$ cat src/rtl/inst_fetch_pkg.sv
// Shared constants, PC-select encoding and address helpers for the instruction fetch stage.
package inst_fetch_pkg;

    localparam int unsigned ADDR_W = 32;
    localparam int unsigned WORD_W = 32;

    localparam logic [ADDR_W-1:0] DEFAULT_RESET_PC = '0;
    localparam int unsigned       PC_INC           = 4;
    localparam logic [WORD_W-1:0] NOP_INSTR        = '0;

    typedef enum logic [1:0] {
        PC_SEL_INC,
        PC_SEL_HOLD,
        PC_SEL_BRANCH
    } pc_sel_e;

    function automatic logic [ADDR_W-1:0] align_word(input logic [ADDR_W-1:0] a);
        return a & ~ADDR_W'(3);
    endfunction

    function automatic logic is_misaligned(input logic [ADDR_W-1:0] a);
        return (a & ADDR_W'(3)) != '0;
    endfunction

endpackage

$ cat src/rtl/inst_fetch_pc_register.sv
// Program counter with next-PC selection: redirect beats stall beats sequential advance.
module pc_register
    import inst_fetch_pkg::*;
#(
    parameter logic [ADDR_W-1:0] RESET_PC = DEFAULT_RESET_PC,
    parameter int unsigned       STEP     = PC_INC
) (
    input  logic              clk,
    input  logic              reset,
    input  logic              i_stall,
    input  logic              i_branch_taken,
    input  logic [ADDR_W-1:0] i_branch_target,
    output logic [ADDR_W-1:0] o_pc,
    output logic [ADDR_W-1:0] o_pc_plus_inc
);

    logic [ADDR_W-1:0] r_pc;
    logic [ADDR_W-1:0] w_pc_next;
    logic [ADDR_W-1:0] w_pc_plus_inc;
    pc_sel_e           w_sel;

    // Wraps modulo 2^32 by construction; no overflow indication.
    assign w_pc_plus_inc = r_pc + ADDR_W'(STEP);

    always_comb begin
        w_sel = PC_SEL_INC;
        if (i_branch_taken) begin
            w_sel = PC_SEL_BRANCH;
        end else if (i_stall) begin
            w_sel = PC_SEL_HOLD;
        end
    end

    always_comb begin
        w_pc_next = w_pc_plus_inc;
        case (w_sel)
            PC_SEL_BRANCH: w_pc_next = align_word(i_branch_target);
            PC_SEL_HOLD:   w_pc_next = r_pc;
            default:       w_pc_next = w_pc_plus_inc;
        endcase
    end

    always_ff @(posedge clk or negedge reset) begin
        if (!reset) begin
            r_pc <= RESET_PC;
        end else begin
            r_pc <= w_pc_next;
        end
    end

    assign o_pc          = r_pc;
    assign o_pc_plus_inc = w_pc_plus_inc;

endmodule

$ cat src/rtl/inst_fetch.sv
// Instruction fetch stage: PC register, IF/ID pipeline register and sticky misaligned-target flag.
module inst_fetch #(
    parameter logic [inst_fetch_pkg::ADDR_W-1:0] RESET_PC = inst_fetch_pkg::DEFAULT_RESET_PC,
    parameter int unsigned                       PC_INC   = inst_fetch_pkg::PC_INC
) (
    input  logic                              clk,
    input  logic                              reset,
    input  logic                              stall,
    input  logic                              flush,
    input  logic                              branch_taken,
    input  logic [inst_fetch_pkg::ADDR_W-1:0] branch_target,
    output logic [inst_fetch_pkg::ADDR_W-1:0] imem_address,
    input  logic [inst_fetch_pkg::WORD_W-1:0] imem_read_data,
    output logic [inst_fetch_pkg::WORD_W-1:0] if_id_instr,
    output logic [inst_fetch_pkg::ADDR_W-1:0] if_id_pc_plus4,
    output logic                              if_id_valid,
    output logic                              misaligned
);

    import inst_fetch_pkg::*;

    logic [ADDR_W-1:0] w_pc;
    logic [ADDR_W-1:0] w_pc_plus_inc;
    logic [WORD_W-1:0] r_instr;
    logic [ADDR_W-1:0] r_pc_plus4;
    logic              r_valid;
    logic              r_misaligned;

    pc_register #(
        .RESET_PC (RESET_PC),
        .STEP     (PC_INC)
    ) u_pc_register (
        .clk             (clk),
        .reset           (reset),
        .i_stall         (stall),
        .i_branch_taken  (branch_taken),
        .i_branch_target (branch_target),
        .o_pc            (w_pc),
        .o_pc_plus_inc   (w_pc_plus_inc)
    );

    // A redirect squashes the slot even under stall; flush does so regardless of PC priority.
    always_ff @(posedge clk or negedge reset) begin
        if (!reset) begin
            r_instr    <= NOP_INSTR;
            r_pc_plus4 <= '0;
            r_valid    <= 1'b0;
        end else if (branch_taken || flush) begin
            r_instr    <= NOP_INSTR;
            r_pc_plus4 <= '0;
            r_valid    <= 1'b0;
        end else if (!stall) begin
            r_instr    <= imem_read_data;
            r_pc_plus4 <= w_pc_plus_inc;
            r_valid    <= 1'b1;
        end
    end

    always_ff @(posedge clk or negedge reset) begin
        if (!reset) begin
            r_misaligned <= 1'b0;
        end else if (branch_taken && is_misaligned(branch_target)) begin
            r_misaligned <= 1'b1;
        end
    end

    assign imem_address   = w_pc;
    assign if_id_instr    = r_instr;
    assign if_id_pc_plus4 = r_pc_plus4;
    assign if_id_valid    = r_valid;
    assign misaligned     = r_misaligned;

endmodule
$ cat config.mk
export PLATFORM = sky130hd
export DESIGN_NAME = inst_fetch
export DESIGN_NICKNAME = d
export VERILOG_FILES = /design/src/rtl/inst_fetch_pkg.sv /design/src/rtl/inst_fetch_pc_register.sv /design/src/rtl/inst_fetch.sv
export SDC_FILE = /design/constraint.sdc
export NUM_CORES = 1
export LEC_CHECK = 0
export CAP_MARGIN = 20
export CORE_ASPECT_RATIO = 1.5
export CORE_MARGIN = 2
export CORE_UTILIZATION = 46
export DETAILED_ROUTE_END_ITERATION = 12
export PLACE_DENSITY = 0.81
export SYNTH_ARGS = -nofsm -noshare
export SYNTH_HDL_FRONTEND = slang
export SYNTH_HIERARCHICAL = 1
export SYNTH_SLANG_ARGS = --single-unit
$ cat constraint.sdc
create_clock -name clk -period 2.9 [get_ports clk]
set_input_delay 0.29 -clock clk [delete_from_list [all_inputs] [get_ports clk]]
set_output_delay 0.29 -clock clk [all_outputs]
set_load 0.005 [all_outputs]
==> results.ini <==
[worst_setup_path]
crit_buf_inv = 0
crit_type = reg2reg
arrival_ns = 2.60
reg2reg_slack_ns = 0.56
crit_required_ns = 3.15
slowest_stage = or4_1
path_common_cell = or4_1
r2r-start = u_pc_register/o_pc[2]$_DFFE_PN0P_
cp-end-kind = register
max_stage_delay_ns = 0.62
reg2regPathDepth = 5
crit_family = simple AND/OR/NAND/NOR gates
worstPathMaxFanout = 8
reg2reg_to = u_pc_register/o_pc[22]$_DFFE_PN0P_
crit_chain = ha_1, nand4b_1, or4_1, or4_1, a31oi_1
cp-start-kind = register

[clock_tree]
cts_tree = yes
insertion_delay_ns = 0.34
post_cts_buffers = 0
clock_path_buffers = 2
path_clk_slew_ns = 0.07
hold_buffers = 0
cts.repair.resized = 0
htreeDepth = 3
numCtsBuffers = 9
clock-sinks = 96
root_buffer = clkbuf_16

[die]
rows = 46
die_w_um = 88.9
die_h_um = 131
core_um2 = 10500
start_util = 0.473
die_area_um2 = 11700
pin_count = 167

[final_layout]
antenna_cells = 0
final_util = 0.654
fin_area_um2 = 6890
final_cell_mix = clkdlybuf4s50_1 (162), dfrtp_1 (96), nor2_1 (89)
drive_gt1_frac = 0.0450
final_common_cell = clkdlybuf4s50_1
final_cell_count_no_fill = 788
fin_nets = 709
area_delta_synth_final_pct = 38.4

[timing]
worstMarginPinSlew_ns = 0.779
rsz0062_at_grt = no
finalHoldViolations = 0
setup_viol = 0
min_period_ns = 2.34
drv_slew = 0
fmax_mhz = 427
fin_crit_sh = 0.808
fin_skew_ns = 0.00675
relSlewSlack = 0.481
setup_tns_ns = 0

[synthesis]
syn_avg_cell_area_um2 = 9.95
synth_mux_area_frac = 0.131
ys_seq_area_frac = 0.483
yosys.area_share.simple = 0.200
synthFlopType = dfrtp_1
synthAdderAreaFrac = 0.00251
synthArstFlopShare = 1.00
ys_warn_count = 6
synth_seq_cells = 96
syn_area_um2 = 4980
synthDistinctLibCells = 43
synth_xor_area_frac = 0.0739
synth_edf_count = 0
synth_top_family_by_area = simple AND/OR/NAND/NOR gates
syn_inst = 500
synth-compound-area-share = 0.0558

[grt]
grt-ovfl-total = 0
grt_use_total = 0.243
grt_pass1_wl_um = 21900
grt_max_degree = 62
antenna_found_initial = 0
first_global_vias = 4245

[place]
place_hpwl_um = 10300
place.gp.congestion = 0.901
portBuffers = 164
place_inst = 772
placed_area_um2 = 6620

[route]
viasPerCell = 5.42
drc = 0
first_iter_violations = 335
wl_per_cell_um = 17.6
drtPass1Iterations = 5
drt_wl_total_um = 13900
vias = 4268
ant_nets = 0

[run]
cap_violations = 0

[pwr]
pwr_density_cell_nw_per_um2 = 462
ir_drop_v = 0.000306
power.total_mw = 3.18
power.leakage_nw = 2.92

[hold_path]
hold_class = in2async

[outcome]
status = completed

power breakdown:
group | switching [mW] | total (mW) | internal, mW
registers | 0.111 | 1.52 | 1.41
clock network | 0.510 | 1.10 | 0.587
logic | 0.241 | 0.565 | 0.324
total | 0.862 | 3.18 | 2.32
state kept, by name, summed over array words and instances (netlist names):
| register | cells |
|---|---|
| if_id_instr | 32 |
| if_id_pc_plus4 | 32 |
| misaligned | 1 |
| if_id_valid | 1 |
| u_pc_register/o_pc | 30 |
cell families (layout without fill, tap and decap cells):
| family | after synthesis | count (layout) |
|---|---|---|
| and+or+nand+nor | 202 | 202 |
| adders and majority gates | 1 | 1 |
| xor gates and xnor gates | 42 | 42 |
| buffers and inverters | 48 | 189 |
| DFF | 96 | 96 |
| other | 1 | 4 |
| AOI/OAI and AO/OA | 45 | 45 |
| muxes | 65 | 65 |
routing by layer:
| metal | global-route usage | share of wire | up-vias |
|---|---|---|---|
| li1 | - | - | 2014 |
| met1 | 0.283 | 0.37 | 2069 |
| met2 | 0.425 | 0.54 | 154 |
| met3 | 0.0490 | 0.054 | 31 |
| met4 | 0.0945 | 0.036 | 0 |
| met5 | 0 | 0 | - |
worst reg2reg max path: cells and delay by family, from the launching register on:
kind / cells / cell delay, ns
AO/OA/AOI/OAI: 1 / 0.17
adder cells (fa/ha/maj): 1 / 0.27
flip-flops: 1 / 0.45
AND/OR/NAND/NOR: 3 / 1.36
layout make-up:
| class | instances | area (um^2) |
|---|---|---|
| fill | 867 | 3640 |
| sequential | 96 | 2400 |
| multi-input combinational | 359 | 2320 |
| timing repair buffer | 169 | 1700 |
| clock buffer | 10 | 229 |
| tap | 144 | 180 |
| clock inverter | 6 | 43.8 |
| inverter | 4 | 15.0 |
metrics by stage:
stage | hold WS [ns] | setup slack [ns]
global route | 0.104 | 0.459
floorplan | -0.00559 | 0.826
CTS | 0.0563 | 0.603
global placement | 0.412 | 0.724
finish | 0.0287 | 0.557
detailed placement | 0.416 | 0.617
synth_stat cells (2+ instances only):
master	n	area [um^2]
nor2_1	89	334
clkbuf_1	14	52.6
nor3_1	10	50.1
buf_2	18	90.1
o21ai_0	17	85.1
or4_1	15	113
nor4_1	5	31.3
or3_1	3	18.8
nand4_1	12	75.1
inv_1	3	11.3
a31oi_1	13	81.3
xnor2_1	22	193
o31ai_1	11	82.6
buf_4	5	37.5
o211ai_1	2	15.0
dfrtp_1	96	2400
and4_1	3	26.3
nand3_1	17	85.1
mux2i_1	65	651
or2_2	2	12.5
nor2b_1	2	12.5
xor2_1	20	175
nand2_1	31	116
buf_6	6	67.6
worst max-delay path by stage:
| stage | from | end | slack (ns) | cells past startpoint |
|---|---|---|---|---|
| 6_report | u_pc_register/o_pc[2]$_DFFE_PN0P_ | u_pc_register/o_pc[22]$_DFFE_PN0P_ | 0.56 | 5 |
| 5_1_grt | u_pc_register/o_pc[2]$_DFFE_PN0P_ | u_pc_register/o_pc[24]$_DFFE_PN0P_ | 0.46 | 5 |
| 4_1_cts | u_pc_register/o_pc[2]$_DFFE_PN0P_ | u_pc_register/o_pc[26]$_DFFE_PN0P_ | 0.60 | 5 |
| 3_5_place_dp | u_pc_register/o_pc[2]$_DFFE_PN0P_ | u_pc_register/o_pc[26]$_DFFE_PN0P_ | 0.62 | 5 |
| 3_3_place_gp | u_pc_register/o_pc[2]$_DFFE_PN0P_ | u_pc_register/o_pc[24]$_DFFE_PN0P_ | 0.72 | 5 |
| 2_1_floorplan | u_pc_register/o_pc[2]$_DFFE_PN0P_ | u_pc_register/o_pc[22]$_DFFE_PN0P_ | 0.83 | 6 |
(Power assumes the default switching activity.)
